### src/rtl/uart_pkg.sv
// Shared UART definitions: receiver FSM states, parity-type encodings and the
// parity helper also used by the transmit-side parity generator.
package uart_pkg;

    typedef enum logic [2:0] {
        RX_IDLE,
        RX_START,
        RX_DATA,
        RX_PARITY,
        RX_STOP
    } rx_state_t;

    localparam logic PARITY_EVEN = 1'b0;
    localparam logic PARITY_ODD  = 1'b1;

    function automatic logic calc_parity(input logic [7:0] data, input logic ptype);
        return (ptype == PARITY_ODD) ? ~^data : ^data;
    endfunction

endpackage

### src/rtl/uart_rx_sampler.sv
// Two-flop synchronizer for the serial line; with UART_RX_MAJORITY_EN defined it
// also keeps a 3-tap history and votes over the last three synchronized samples.
module uart_rx_sampler (
    input  logic clk,
    input  logic rst,
    input  logic rx,
    output logic rx_s,
    output logic rx_vote
);

    logic [1:0] sync_q;
    logic [1:0] sync_d;

    always_comb begin
        sync_d = {sync_q[0], rx};
    end

    always_ff @(posedge clk) begin
        if (rst) begin
            sync_q <= 2'b11;
        end else begin
            sync_q <= sync_d;
        end
    end

    assign rx_s = sync_q[1];

`ifdef UART_RX_MAJORITY_EN
    // hist_q[0] is rx_s one cycle ago, hist_q[1] two cycles ago
    logic [1:0] hist_q;
    logic [1:0] hist_d;

    always_comb begin
        hist_d = {hist_q[0], rx_s};
    end

    always_ff @(posedge clk) begin
        if (rst) begin
            hist_q <= 2'b11;
        end else begin
            hist_q <= hist_d;
        end
    end

    assign rx_vote = (rx_s & hist_q[0]) | (rx_s & hist_q[1]) | (hist_q[0] & hist_q[1]);
`else
    assign rx_vote = rx_s;
`endif

endmodule

### src/rtl/uart_rx.sv
// UART receiver: 8N1 / 8-parity-1 frames, one-cycle valid strobe with parity and
// framing status. Define UART_RX_MAJORITY_EN for 3-sample majority voting per bit.
module uart_rx
    import uart_pkg::*;
#(
    parameter int CLK_PER_BIT = 868,
    parameter int PARITY_ON   = 0,
    parameter int PARITY_TYPE = 1
) (
    input  logic       clk,
    input  logic       rst,
    input  logic       rx,
    output logic [7:0] data_out,
    output logic       valid,
    output logic       parity_err,
    output logic       frame_err,
    output logic       busy
);

    localparam int CNT_W = $clog2(CLK_PER_BIT);
    localparam int MID   = (CLK_PER_BIT - 1) / 2;
    localparam logic [CNT_W-1:0] CNT_MID  = CNT_W'(MID);
    localparam logic [CNT_W-1:0] CNT_LAST = CNT_W'(CLK_PER_BIT - 1);
    localparam logic PTYPE = (PARITY_TYPE == 1) ? PARITY_ODD : PARITY_EVEN;

    logic rx_s;
    logic rx_vote;

    uart_rx_sampler u_sampler (
        .clk     (clk),
        .rst     (rst),
        .rx      (rx),
        .rx_s    (rx_s),
        .rx_vote (rx_vote)
    );

    rx_state_t        state_q, state_d;
    logic [CNT_W-1:0] cnt_q, cnt_d;
    logic [2:0]       bit_idx_q, bit_idx_d;
    logic [7:0]       shreg_q, shreg_d;
    logic             armed_q, armed_d;
    logic             perr_q, perr_d;
    logic             stop_bit_q, stop_bit_d;
    logic             deliver_q, deliver_d;
    logic [7:0]       data_out_q, data_out_d;
    logic             valid_q, valid_d;
    logic             parity_err_q, parity_err_d;
    logic             frame_err_q, frame_err_d;
    logic             tick;
    logic             act;

    // tick marks the nominal sample point; act is when the FSM consumes the sample
    always_comb begin
        if (state_q == RX_START) begin
            tick = (cnt_q == CNT_MID);
        end else begin
            tick = (state_q != RX_IDLE) && (cnt_q == CNT_LAST);
        end
    end

`ifdef UART_RX_MAJORITY_EN
    // The vote needs the sample after the nominal point, so act lags tick by one
    logic act_q, act_d;
    always_comb begin
        act_d = tick;
    end
    always_ff @(posedge clk) begin
        if (rst) begin
            act_q <= 1'b0;
        end else begin
            act_q <= act_d;
        end
    end
    assign act = act_q;
`else
    assign act = tick;
`endif

    always_comb begin
        state_d      = state_q;
        cnt_d        = tick ? '0 : cnt_q + 1'b1;
        bit_idx_d    = bit_idx_q;
        shreg_d      = shreg_q;
        armed_d      = armed_q;
        perr_d       = perr_q;
        stop_bit_d   = stop_bit_q;
        deliver_d    = 1'b0;
        data_out_d   = data_out_q;
        valid_d      = 1'b0;
        parity_err_d = parity_err_q;
        frame_err_d  = frame_err_q;

        case (state_q)
            RX_IDLE: begin
                cnt_d = '0;
                if (rx_s) begin
                    armed_d = 1'b1;
                end
                if (armed_q && !rx_s) begin
                    state_d = RX_START;
                    perr_d  = 1'b0;
                end
            end
            RX_START: begin
                if (act) begin
                    if (!rx_vote) begin
                        state_d   = RX_DATA;
                        bit_idx_d = 3'd0;
                    end else begin
                        state_d = RX_IDLE;
                    end
                end
            end
            RX_DATA: begin
                if (act) begin
                    shreg_d   = {rx_vote, shreg_q[7:1]};
                    bit_idx_d = bit_idx_q + 3'd1;
                    if (bit_idx_q == 3'd7) begin
                        state_d = (PARITY_ON != 0) ? RX_PARITY : RX_STOP;
                    end
                end
            end
            RX_PARITY: begin
                if (act) begin
                    if (rx_vote != calc_parity(shreg_q, PTYPE)) begin
                        perr_d = 1'b1;
                    end
                    state_d = RX_STOP;
                end
            end
            RX_STOP: begin
                if (act) begin
                    // A low stop bit disarms so a held-low line yields only one frame
                    stop_bit_d = rx_vote;
                    armed_d    = rx_vote;
                    deliver_d  = 1'b1;
                    state_d    = RX_IDLE;
                end
            end
            default: begin
                state_d = RX_IDLE;
            end
        endcase

        if (deliver_q) begin
            data_out_d   = shreg_q;
            parity_err_d = perr_q;
            frame_err_d  = ~stop_bit_q;
            valid_d      = 1'b1;
        end
    end

    always_ff @(posedge clk) begin
        if (rst) begin
            state_q      <= RX_IDLE;
            cnt_q        <= '0;
            bit_idx_q    <= 3'd0;
            shreg_q      <= 8'h00;
            armed_q      <= 1'b0;
            perr_q       <= 1'b0;
            stop_bit_q   <= 1'b1;
            deliver_q    <= 1'b0;
            data_out_q   <= 8'h00;
            valid_q      <= 1'b0;
            parity_err_q <= 1'b0;
            frame_err_q  <= 1'b0;
        end else begin
            state_q      <= state_d;
            cnt_q        <= cnt_d;
            bit_idx_q    <= bit_idx_d;
            shreg_q      <= shreg_d;
            armed_q      <= armed_d;
            perr_q       <= perr_d;
            stop_bit_q   <= stop_bit_d;
            deliver_q    <= deliver_d;
            data_out_q   <= data_out_d;
            valid_q      <= valid_d;
            parity_err_q <= parity_err_d;
            frame_err_q  <= frame_err_d;
        end
    end

    assign data_out   = data_out_q;
    assign valid      = valid_q;
    assign parity_err = parity_err_q;
    assign frame_err  = frame_err_q;
    assign busy       = (state_q != RX_IDLE);

endmodule

### config.mk
export PLATFORM = sky130hd
export DESIGN_NAME = uart_rx
export DESIGN_NICKNAME = d
export VERILOG_FILES = /design/src/rtl/uart_pkg.sv /design/src/rtl/uart_rx_sampler.sv /design/src/rtl/uart_rx.sv
export SDC_FILE = /design/constraint.sdc
export NUM_CORES = 1
export LEC_CHECK = 0
export CAP_MARGIN = 5
export CORE_MARGIN = 2
export CORE_UTILIZATION = 50
export CTS_CLUSTER_SIZE = 16
export DETAILED_ROUTE_END_ITERATION = 8
export MAX_ROUTING_LAYER = met4
export PLACE_DENSITY = 0.71
export SLEW_MARGIN = 15
export SYNTH_ARGS = -nofsm -noshare
export SYNTH_HDL_FRONTEND = slang
export SYNTH_SLANG_ARGS = --single-unit
### constraint.sdc
create_clock -name clk -period 1.75 [get_ports clk]
set_input_delay 0.4375 -clock clk [delete_from_list [all_inputs] [get_ports clk]]
set_output_delay 0.4375 -clock clk [all_outputs]
set_load 0.01 [all_outputs]
==> summary.md <==
| Metric | Value |
|---|---|
| Later-pin clock latency in the skew report | `340 ps` |
| Layout cells sized above 1 | `20.6%` |
| Critical path's top delay family | `simple AND/OR/NAND/NOR gates` |
| Most used cell, CP | `nand4b_1` |
| #FFs+latches synth | `41` |
| IO Pins | `15` |
| CTS Root Cell | `clkbuf_4` |
| Length of the first detailed-routing pass in iterations | `5` |
| Global route overflow | `0` |
| Max Clk Rate | `0.590 GHz` |
| CP Cell Sequence | `inv_2 -> ha_4 -> nand4b_1 -> nor4b_4 -> buf_4 -> nand4b_1 -> nand3_1 -> a21oi_1` |
| Peak VDD IR | `0.499 mV` |
| Total of max-cap violations | `0` |
| Power Dens Cells | `700 mW/mm²` |
| CTS tree | `done` |
| Placed Area | `0.00201 mm²` |
| Vias in the first global route | `1348` |
| Post-Layout Inst Area | `0.00216 mm²` |
| Worst-case clock buffer depth | `2` |
| Synth Net Count | `196` |
| Storage element area | `827 µm²` |
| Final setup TNS | `0 ps` |
| Crit Path Max Fanout | `4` |
| Final Util | `64.8%` |
| Leading cell types in the layout, fill and taps excluded | `dfxtp_1, nor2_1, nand2_1, buf_4, clkdlybuf4s50_1` |
| Clk slew on worst S/H paths | `120 ps` |
| RSZ-0062 raised after global routing | `yes` |
| Placer Congestion | `0.842` |
| Worst clock skew | `15.3 ps` |
| Initial antenna violation count | `0` |
| Maximum number of pins on one net before global-route repair | `16` |
| CP max stage cell | `nor4b_4` |
| Drt wl/cell | `13.2 µm` |
| Crit share post-route | `96.9%` |
| Vias/cell | `5.28` |
| Startpoint Class | `register` |
| WP data arrival | `1920 ps` |
| Relative slew slack | `58.4%` |
| Req. time, crit path | `1980 ps` |
| Dominant synthesized flop cell | `dfxtp_1` |
| Commonest non-fill, non-tap cell in the layout | `dfxtp_1` |
| DP Cell Count | `254` |
| Hold_buf cts | `0` |
| Number of fill cells | `295` |
| Async S/R FF share, synth | `0%` |
| Die Width | `63.1 µm` |
| Multi-input logic area | `953 µm²` |
| Leakage power | `0.799 nW` |
| Post-synthesis sequential area ratio | `46.9%` |
| Post-route ant nets | `0` |
| Die Footprint | `0.00399 mm²` |
| Avg Synthesized Cell Area | `9.25 µm²` |
| First-pass GRT wire length | `5910 µm` |
| CTS Buf Count | `5` |
| Post-synth EDFFs | `0` |
| Netlist cell types | `40` |
| Tot GR Track Use | `19.4%` |
| 1st-iter DRT viols | `123` |
| Crit-path max cell delay | `390 ps` |
| Syn. warnings | `0` |
| Area grow syn2layout | `23.7%` |
| Slew Viols, Final | `0` |
| Final hold violations | `0` |
| # rows | `21` |
| Crit path buf inv count | `2` |
| Crit path kind | `register to register` |
| Setup crit end kind | `register` |
| Final Non-Filler Cells | `264` |
| Via Count | `1394` |
| DRC | `0` |
| Clk sink count | `41` |
| Mapped Cells | `189` |
| HPWL Detailed | `2450 µm` |
| Initial Util | `52.4%` |
| Power Total | `1.51 mW` |
| Cell area after synthesis | `0.00175 mm²` |
| IO Port Bufs | `14` |
| DRT Wirelength | `3480 µm` |
| Core Box Area | `0.00334 mm²` |
| Final min period | `1700 ps` |
| Worst Max-Slew Pin Slew | `624 ps` |
| H-Tree Depth | `2` |
| Final setup fails | `0` |
| Ant diodes | `0` |
| Fin nets | `224` |
| Status | `completed` |
| HP Class | `register to register` |
| Die Ht | `63.1 µm` |
synthesized netlist by cell type, types with 3 or more instances:
library cell  count  area (µm²)
nand2_1          24        90.1
inv_1             4        15.0
buf_2             3        15.0
and3_1            5        31.3
dfxtp_1          41         821
mux2i_1          10         100
a21oi_1          12        60.1
clkbuf_1          4        15.0
xor2_1            8        70.1
or2_2             3        18.8
ha_1              4        50.1
nand3_1           9        45.0
nor2_1           24        90.1
xnor2_1           7        61.3
registers in the layout, summed over array words and instances (netlist names), 2 cells and up:
name and count:
data_out 8, state_q 3, u_sampler.sync_q 2, shreg_q 8, cnt_q 10, bit_idx_q 3
logic make-up (layout without fill, tap and decap cells):
logic type                 after synthesis  count (layout)  share of synthesized area (%)
muxes                                   10              10                           5.72
AOI/OAI and AO/OA                       26              26                           10.1
DFF                                     41              41                           46.9
and+or+nand+nor                         79              79                           22.4
xor gates and xnor gates                16              16                           8.80
buffers and inverters                   13              42                           3.22
adders and majority gates                4               4                           2.86
power breakdown:
group          internal, mW  switching, mW  total [mW]
clock                 0.153          0.279       0.433
sequential            0.944         0.0138       0.958
combinational        0.0588         0.0650       0.124
total                  1.16          0.358        1.51
what timing repair did:
item,in CTS,in global routing
buffers inserted,0,2
hold endpoints to repair,0,0
setup endpoints to repair,20,26
pin swaps,0,10
gates resized for setup,7,15
area by class of cell:
cell class	instances	share of cell area, %
clock buffer	6	1.91
clock inverter	2	0.463
inverter	4	0.694
multi-input combinational	135	44.1
sequential	41	38.2
tap	46	2.66
timing repair buffer	30	12.0
final timing paths:
kind / from / end / slack (ps) / depth (start not counted)
setup / recovery: cnt_q[1] / bit_idx_q[0] / 50 / 8
setup reg to reg: cnt_q[1] / bit_idx_q[0] / 50 / 8
hold / removal: u_sampler.sync_q[0] / u_sampler.sync_q[1] / 430 / 1
hold reg to reg: u_sampler.sync_q[0] / u_sampler.sync_q[1] / 430 / 1
worst reg2reg max path, stage by stage (launching register included):
cell and delay [ps]:
dfxtp_2 350, inv_2 60, ha_4 110, nand4b_1 160, nor4b_4 390, buf_4 170
nand4b_1 170, nand3_1 120, a21oi_1 60
metrics by stage:
stage          hold WS [ps]  setup slack [ps]
2_1_floorplan           389              77.2
3_3_place_gp            411              62.4
3_5_place_dp            413             -53.5
4_1_cts                 438              3.67
5_1_grt                 455             -62.7
6_report                432              54.8
layer usage:
metal | vias to the layer above | part of all wire [%] | GRT usage (%) | wire length, µm
met5 | - | 0 | - | 0
li1 | 700 | - | - | -
met4 | 0 | 0.66 | 6.67 | 23
met3 | 2 | 4.6 | 6.25 | 159
met1 | 665 | 45 | 22.7 | 1580
met2 | 27 | 49 | 31.5 | 1710
(Power assumes the default switching activity.)
